**config.mk**
```make
export PLATFORM = sky130hd
export DESIGN_NAME = vga_fetch_fifo_flat
export DESIGN_NICKNAME = d
export VERILOG_FILES = /design/src/rtl/vga_fetch_fifo_if.sv /design/src/rtl/vga_fetch_fifo.sv /design/src/flat_wrapper.sv
export SDC_FILE = /design/constraint.sdc
export NUM_CORES = 1
export LEC_CHECK = 0
export BUFFER_PORTS_ARGS = -buffer_cell sky130_fd_sc_hd__buf_2
export CAP_MARGIN = 20
export CORE_UTILIZATION = 45
export DETAILED_ROUTE_END_ITERATION = 6
export PLACE_DENSITY_LB_ADDON = 0.12
export RECOVER_POWER = 50
export SLEW_MARGIN = 30
export SYNTH_ARGS = -nofsm -noshare
export SYNTH_HDL_FRONTEND = slang
export SYNTH_SLANG_ARGS = --single-unit
```
**constraint.sdc**
```tcl
create_clock -name clk -period 2.8 [get_ports clk]
set_input_delay 0.28 -clock clk [delete_from_list [all_inputs] [get_ports clk]]
set_output_delay 0.28 -clock clk [all_outputs]
set_load 0.005 [all_outputs]
```
**src/rtl/vga_fetch_fifo_if.sv**
```systemverilog
// Memory-side bus of the VGA prefetch unit: one outstanding read request,
// address held until granted, read data returned one cycle after acceptance.
interface vga_fetch_fifo_if;
  logic        mem_req;
  logic [15:0] mem_addr;
  logic        mem_gnt;
  logic [15:0] mem_rdata;

  // Requester side (the prefetch unit)
  modport master (
    output mem_req,
    output mem_addr,
    input  mem_gnt,
    input  mem_rdata
  );

  // Arbiter / memory side
  modport slave (
    input  mem_req,
    input  mem_addr,
    output mem_gnt,
    output mem_rdata
  );
endinterface

```
**src/rtl/vga_fetch_fifo.sv**
```systemverilog
// VGA prefetch unit: streams frame-buffer words from the shared memory port
// into a small show-ahead FIFO, so memory latency and arbitration stalls are
// absorbed before they reach the pixel path.
module vga_fetch_fifo #(
  parameter logic [15:0] BASE_ADDR   = 16'h0000,
  parameter int          FRAME_WORDS = 38400,
  parameter int          DEPTH       = 16
) (
  input  logic                         clk,
  input  logic                         clear,
  input  logic                         frame_start,
  input  logic                         rd_en,
  output logic [15:0]                  glyph,
  output logic                         glyph_valid,
  output logic                         underflow,
  output logic [$clog2(DEPTH+1)-1:0]   level,
  vga_fetch_fifo_if.master             mem
);

  localparam int PTR_W = $clog2(DEPTH);
  localparam int LVL_W = $clog2(DEPTH + 1);
  localparam int CNT_W = $clog2(FRAME_WORDS + 1);
  localparam logic [CNT_W-1:0] LAST_CNT  = CNT_W'(FRAME_WORDS);
  localparam logic [LVL_W:0]   DEPTH_CMP = (LVL_W + 1)'(DEPTH);

  typedef enum logic [1:0] {IDLE, FETCH, DONE} state_t;

  state_t           state, state_nxt;
  logic             req;
  logic             accept;
  logic             space_ok;
  logic             push;
  logic             pop;
  logic             vld_p1;      // a non-discarded read returns this cycle
  logic [15:0]      addr;
  logic [CNT_W-1:0] fetched;
  logic [PTR_W-1:0] wr_ptr, rd_ptr;
  logic [15:0]      fifo_mem [DEPTH];

  assign accept   = req & mem.mem_gnt;
  // The in-flight word already owns a slot, so a push can never find the FIFO full.
  assign space_ok = ({1'b0, level} + (LVL_W + 1)'(vld_p1)) < DEPTH_CMP;
  // frame_start flushes; a word landing in that cycle is simply dropped.
  assign push     = vld_p1 & ~frame_start;
  assign pop      = rd_en & glyph_valid & ~frame_start;

  assign glyph_valid  = (level != '0);
  assign glyph        = glyph_valid ? fifo_mem[rd_ptr] : 16'h0000;
  assign mem.mem_req  = req;
  assign mem.mem_addr = addr;

  // Fetch FSM: next state and request, throttled by FIFO space
  always_comb begin
    state_nxt = state;
    req       = 1'b0;
    case (state)
      IDLE: begin
        if (frame_start) state_nxt = FETCH;
      end
      FETCH: begin
        req = space_ok;
        if (frame_start) begin
          state_nxt = FETCH;
        end else if (accept && ((fetched + CNT_W'(1)) == LAST_CNT)) begin
          state_nxt = DONE;
        end
      end
      DONE: begin
        if (frame_start) state_nxt = FETCH;
      end
      default: state_nxt = IDLE;
    endcase
  end

  // Fetch FSM state register
  always_ff @(posedge clk or negedge clear) begin
    if (!clear) state <= IDLE;
    else        state <= state_nxt;
  end

  // Address generator, frame word counter and return-stage flag
  always_ff @(posedge clk or negedge clear) begin
    if (!clear) begin
      addr    <= BASE_ADDR;
      fetched <= '0;
      vld_p1  <= 1'b0;
    end else if (frame_start) begin
      addr    <= BASE_ADDR;
      fetched <= '0;
      vld_p1  <= 1'b0;   // a request accepted now returns after the flush: discard it
    end else begin
      vld_p1 <= accept;
      if (accept) begin
        addr    <= addr + 16'd1;
        fetched <= fetched + CNT_W'(1);
      end
    end
  end

  // FIFO pointers, occupancy and sticky underflow
  always_ff @(posedge clk or negedge clear) begin
    if (!clear) begin
      wr_ptr    <= '0;
      rd_ptr    <= '0;
      level     <= '0;
      underflow <= 1'b0;
    end else if (frame_start) begin
      wr_ptr    <= '0;
      rd_ptr    <= '0;
      level     <= '0;
      underflow <= 1'b0;
    end else begin
      if (push) wr_ptr <= wr_ptr + PTR_W'(1);
      if (pop)  rd_ptr <= rd_ptr + PTR_W'(1);
      case ({push, pop})
        2'b10:   level <= level + LVL_W'(1);
        2'b01:   level <= level - LVL_W'(1);
        default: level <= level;
      endcase
      if (rd_en && !glyph_valid) underflow <= 1'b1;
    end
  end

  // FIFO storage: returned read data lands at the tail
  always_ff @(posedge clk) begin
    if (push) fifo_mem[wr_ptr] <= mem.mem_rdata;
  end

endmodule

```
**src/flat_wrapper.sv**
```systemverilog
// flat-port wrapper written by rule: the top's interface ports become plain ports
module vga_fetch_fifo_flat 
#(
  parameter logic [15:0] BASE_ADDR   = 16'h0000,
  parameter int          FRAME_WORDS = 38400,
  parameter int          DEPTH       = 16
)
  (clk, clear, frame_start, rd_en, glyph, glyph_valid, underflow, level, mem_mem_req, mem_mem_addr, mem_mem_gnt, mem_mem_rdata);
  vga_fetch_fifo_if mem_i ();
  input  logic clk;
  input  logic clear;
  input  logic frame_start;
  input  logic rd_en;
  output logic [15:0] glyph;
  output logic glyph_valid;
  output logic underflow;
  output logic [$clog2(DEPTH+1)-1:0] level;
  output wire logic [$bits(mem_i.mem_req)-1:0] mem_mem_req;
  output wire logic [$bits(mem_i.mem_addr)-1:0] mem_mem_addr;
  input wire logic [$bits(mem_i.mem_gnt)-1:0] mem_mem_gnt;
  input wire logic [$bits(mem_i.mem_rdata)-1:0] mem_mem_rdata;
  assign mem_mem_req = mem_i.mem_req;
  assign mem_mem_addr = mem_i.mem_addr;
  assign mem_i.mem_gnt = mem_mem_gnt;
  assign mem_i.mem_rdata = mem_mem_rdata;
  vga_fetch_fifo #(.BASE_ADDR(BASE_ADDR), .FRAME_WORDS(FRAME_WORDS), .DEPTH(DEPTH)) u_core (.clk(clk), .clear(clear), .frame_start(frame_start), .rd_en(rd_en), .glyph(glyph), .glyph_valid(glyph_valid), .underflow(underflow), .level(level), .mem(mem_i));
endmodule
```
==> summary.md <==
| Metric | Value |
|---|---|
| Hold Crit Class | `in -> reg` |
| H-Tree Depth | `2` |
| CTS Buffer Depth | `3` |
| Hold slack | `0.0753 ns` |
| Final min period | `2.66 ns` |
| # port buffers | `60` |
| Cell variety after synth | `60` |
| Core area | `0.0278 mm^2` |
| Setup TNS | `0 ns` |
| Main flop type after synthesis | `edfxtp_1` |
| Post-Syn Area | `0.0127 mm^2` |
| Layout Utilization | `53.4%` |
| DRT antenna net count | `0` |
| Worst setup EP type | `primary output` |
| Area leader, netlist | `edfxtp_1` |
| Synth top cells by count | `edfxtp_1 (256), nor2_1 (69), mux2i_1 (68)` |
| Slew @ Worst Pin | `0.822 ns` |
| Sequential area share after synthesis | `70.0%` |
| RSZ-0062 raised after global routing | `false` |
| Syn Area/Cell | `16.1 um^2` |
| Clk_lat worst skew | `0.50 ns` |
| Worst path required time | `2.52 ns` |
| Met3 wire length | `1410 um` |
| Share of cells above drive strength 1 | `20.7%` |
| FMAX | `376 MHz` |
| I/O pins | `61` |
| M1 WL | `12,600 um` |
| Rows | `61` |
| CTS Buf Count | `35` |
| Power Dens Cells | `802 mW/mm^2` |
| R2R Setup Slk | `0.29 ns` |
| Die height | `170 um` |
| Placed cell area | `0.0137 mm^2` |
| #FFs+latches synth | `305` |
| Setup Crit Path Kind | `reg -> out` |
| Period utilization | `94.9%` |
| Fin nets | `917` |
| Final Setup Violations | `0` |
| Number of vias per cell | `5.58` |
| GRT Total Usage | `20.3%` |
| Largest cells by area after synthesis | `edfxtp_1 (60%), dfrtp_1 (9.6%), mux4_2 (5.7%), mux2i_1 (5.3%), o221ai_1 (2.3%)` |
| First-pass GRT wire length | `43,600 um` |
| Mapped Cells | `790` |
| Critical Path Source Type | `flip-flop` |
| Crit path DAT | `2.38 ns` |
| Final total power | `11.9 mW` |
| WL final | `28,100 um` |
| DRT Pass-1 Iters | `5` |
| DP Wirelength | `17,300 um` |
| Remaining DRCs | `0` |
| Detailed-route via count | `7,183` |
| Starting Density | `45.9%` |
| Status | `completed` |
| Clock tree root driver cell | `clkbuf_16` |
| Hold path cells | `2` |
| Clk sink count | `305` |
| Final Max Slew Viols | `0` |
| Synthesis-to-layout area growth | `16.4%` |
| EDFF count, synth | `256` |
| Largest net degree at the start of global routing | `45` |
| Max IR drop VDD | `0.392 mV` |
| Reg2reg path depth | `4` |
| Routed wire per std cell | `21.8 um` |
| CTS tree | `built` |
| Synth warnings | `0` |
| Vias in the first global route | `7,378` |
| Worst-path clk slew | `0.06 ns` |
| Fin cells | `1,287` |
| Final Worst Setup Slack | `0.142 ns` |
| Top Metal Used | `met5` |
| Leakage | `5.00 nW` |
| Maxcap violations | `0` |
| Top-area cell type share of the netlist area | `60.3%` |
| Dpl cells | `1,221` |
| RePlAce Congestion | `0.816` |
| Worst slack at placement | `0.382 ns` |
| Metal2 WL | `13,500 um` |
| Design area | `0.0148 mm^2` |
| DR iter-0 viols | `451` |
| Top-count cell post-synth | `edfxtp_1` |
| Initial antenna violation count | `1` |
| Crit-path max FO | `21` |
| Rel. slew slack | `45.2%` |
| Fin Clk Skew | `0.0151 ns` |
| Die area | `0.0290 mm^2` |
| Post-synth ARST share | `16.1%` |
| Net Count, Synth | `821` |
| Gr ovfl total | `0` |
| Die W | `170 um` |
| Final Hold Viols | `0` |
-- worst max-delay path, stage by stage, from the launching register on --
cell and delay, ns:
dfrtp_4 0.58, buf_12 0.21, mux2i_1 0.13, o221ai_1 0.22, o22ai_1 0.13, a211oi_1 0.39, buf_2 0.19
-- layout by cell type (no fill, tap or decap), types with 14 or more instances in the layout --
cell type / instances
clkbuf_1: 35
buf_2: 35
xor2_1: 30
o22ai_1: 16
nand3_1: 14
nand2_1: 43
mux2i_1: 68
edfxtp_1: 256
buf_4: 33
a211oi_1: 16
o221ai_1: 33
nor2_1: 58
clkbuf_16: 37
dfrtp_1: 47
mux4_2: 32
-- flip-flops by register name, indices dropped and copies added (netlist names) --
signal and count:
u_core.underflow 1, u_core.level 5, u_core.wr_ptr 4, u_core.state 2, u_core.fifo_mem 256, u_core.rd_ptr 4
u_core.vld_p1 1, u_core.fetched 16, u_core.mem.mem_addr 16
-- repair_timing --
item                                    CTS  global route
cloned                                    0             0
hold endpoints to repair                 38             0
setup buffers                             1             4
gates resized for setup                   2             1
hold buffers                              1             0
endpoints found under the setup margin   14             6
-- worst paths after layout --
kind                                              start                                   to
setup / recovery           u_core.rd_ptr[0]$_DFFE_PN0P_                            glyph[13]
hold / removal                              mem_mem_gnt              u_core.vld_p1$_DFF_PN0_
setup reg to reg                u_core.vld_p1$_DFF_PN0_      u_core.fifo_mem[9][3]$_DFFE_PP_
hold reg to reg            u_core.underflow$_DFFE_PN0P_         u_core.underflow$_DFFE_PN0P_
max in group asynchronous                         clear       u_core.fetched[14]$_DFFE_PN0P_
min in group asynchronous                         clear  u_core.mem.mem_addr[15]$_DFFE_PN0P_
-- final cells by class --
type	count	area, um^2
inverter	8	30.0
clock inverter	13	120
antenna	1	2.50
multi-input combinational	432	3630
timing repair buffer	104	697
sequential	305	8920
tap	378	473
fill	2299	12900
clock buffer	46	960
-- where the power goes --
group          internal (mW)  switching, mW  total, mW
logic                   1.12           1.29       2.41
registers               5.02          0.169       5.19
clock network           2.59           1.70       4.29
total                   8.73           3.16       11.9
-- per-layer routing --
| metal | GRT usage, % | vias up |
|---|---|---|
| li1 | - | 3284 |
| met1 | 28.3 | 3671 |
| met2 | 32.6 | 182 |
| met3 | 3.56 | 44 |
| met4 | 6.11 | 2 |
| met5 | 0 | - |
-- cells by family after synthesis --
kind of cell | after synthesis | synth area share [%]
AOI/OAI and AO/OA | 94 | 5.76
xor gates and xnor gates | 41 | 2.88
adders and majority gates | 10 | 0.982
buffers and inverters | 53 | 2.04
DFF | 305 | 70.0
muxes | 100 | 11.0
and+or+nand+nor | 187 | 7.38
No activity file was read; power rests on OpenSTA's default activity.
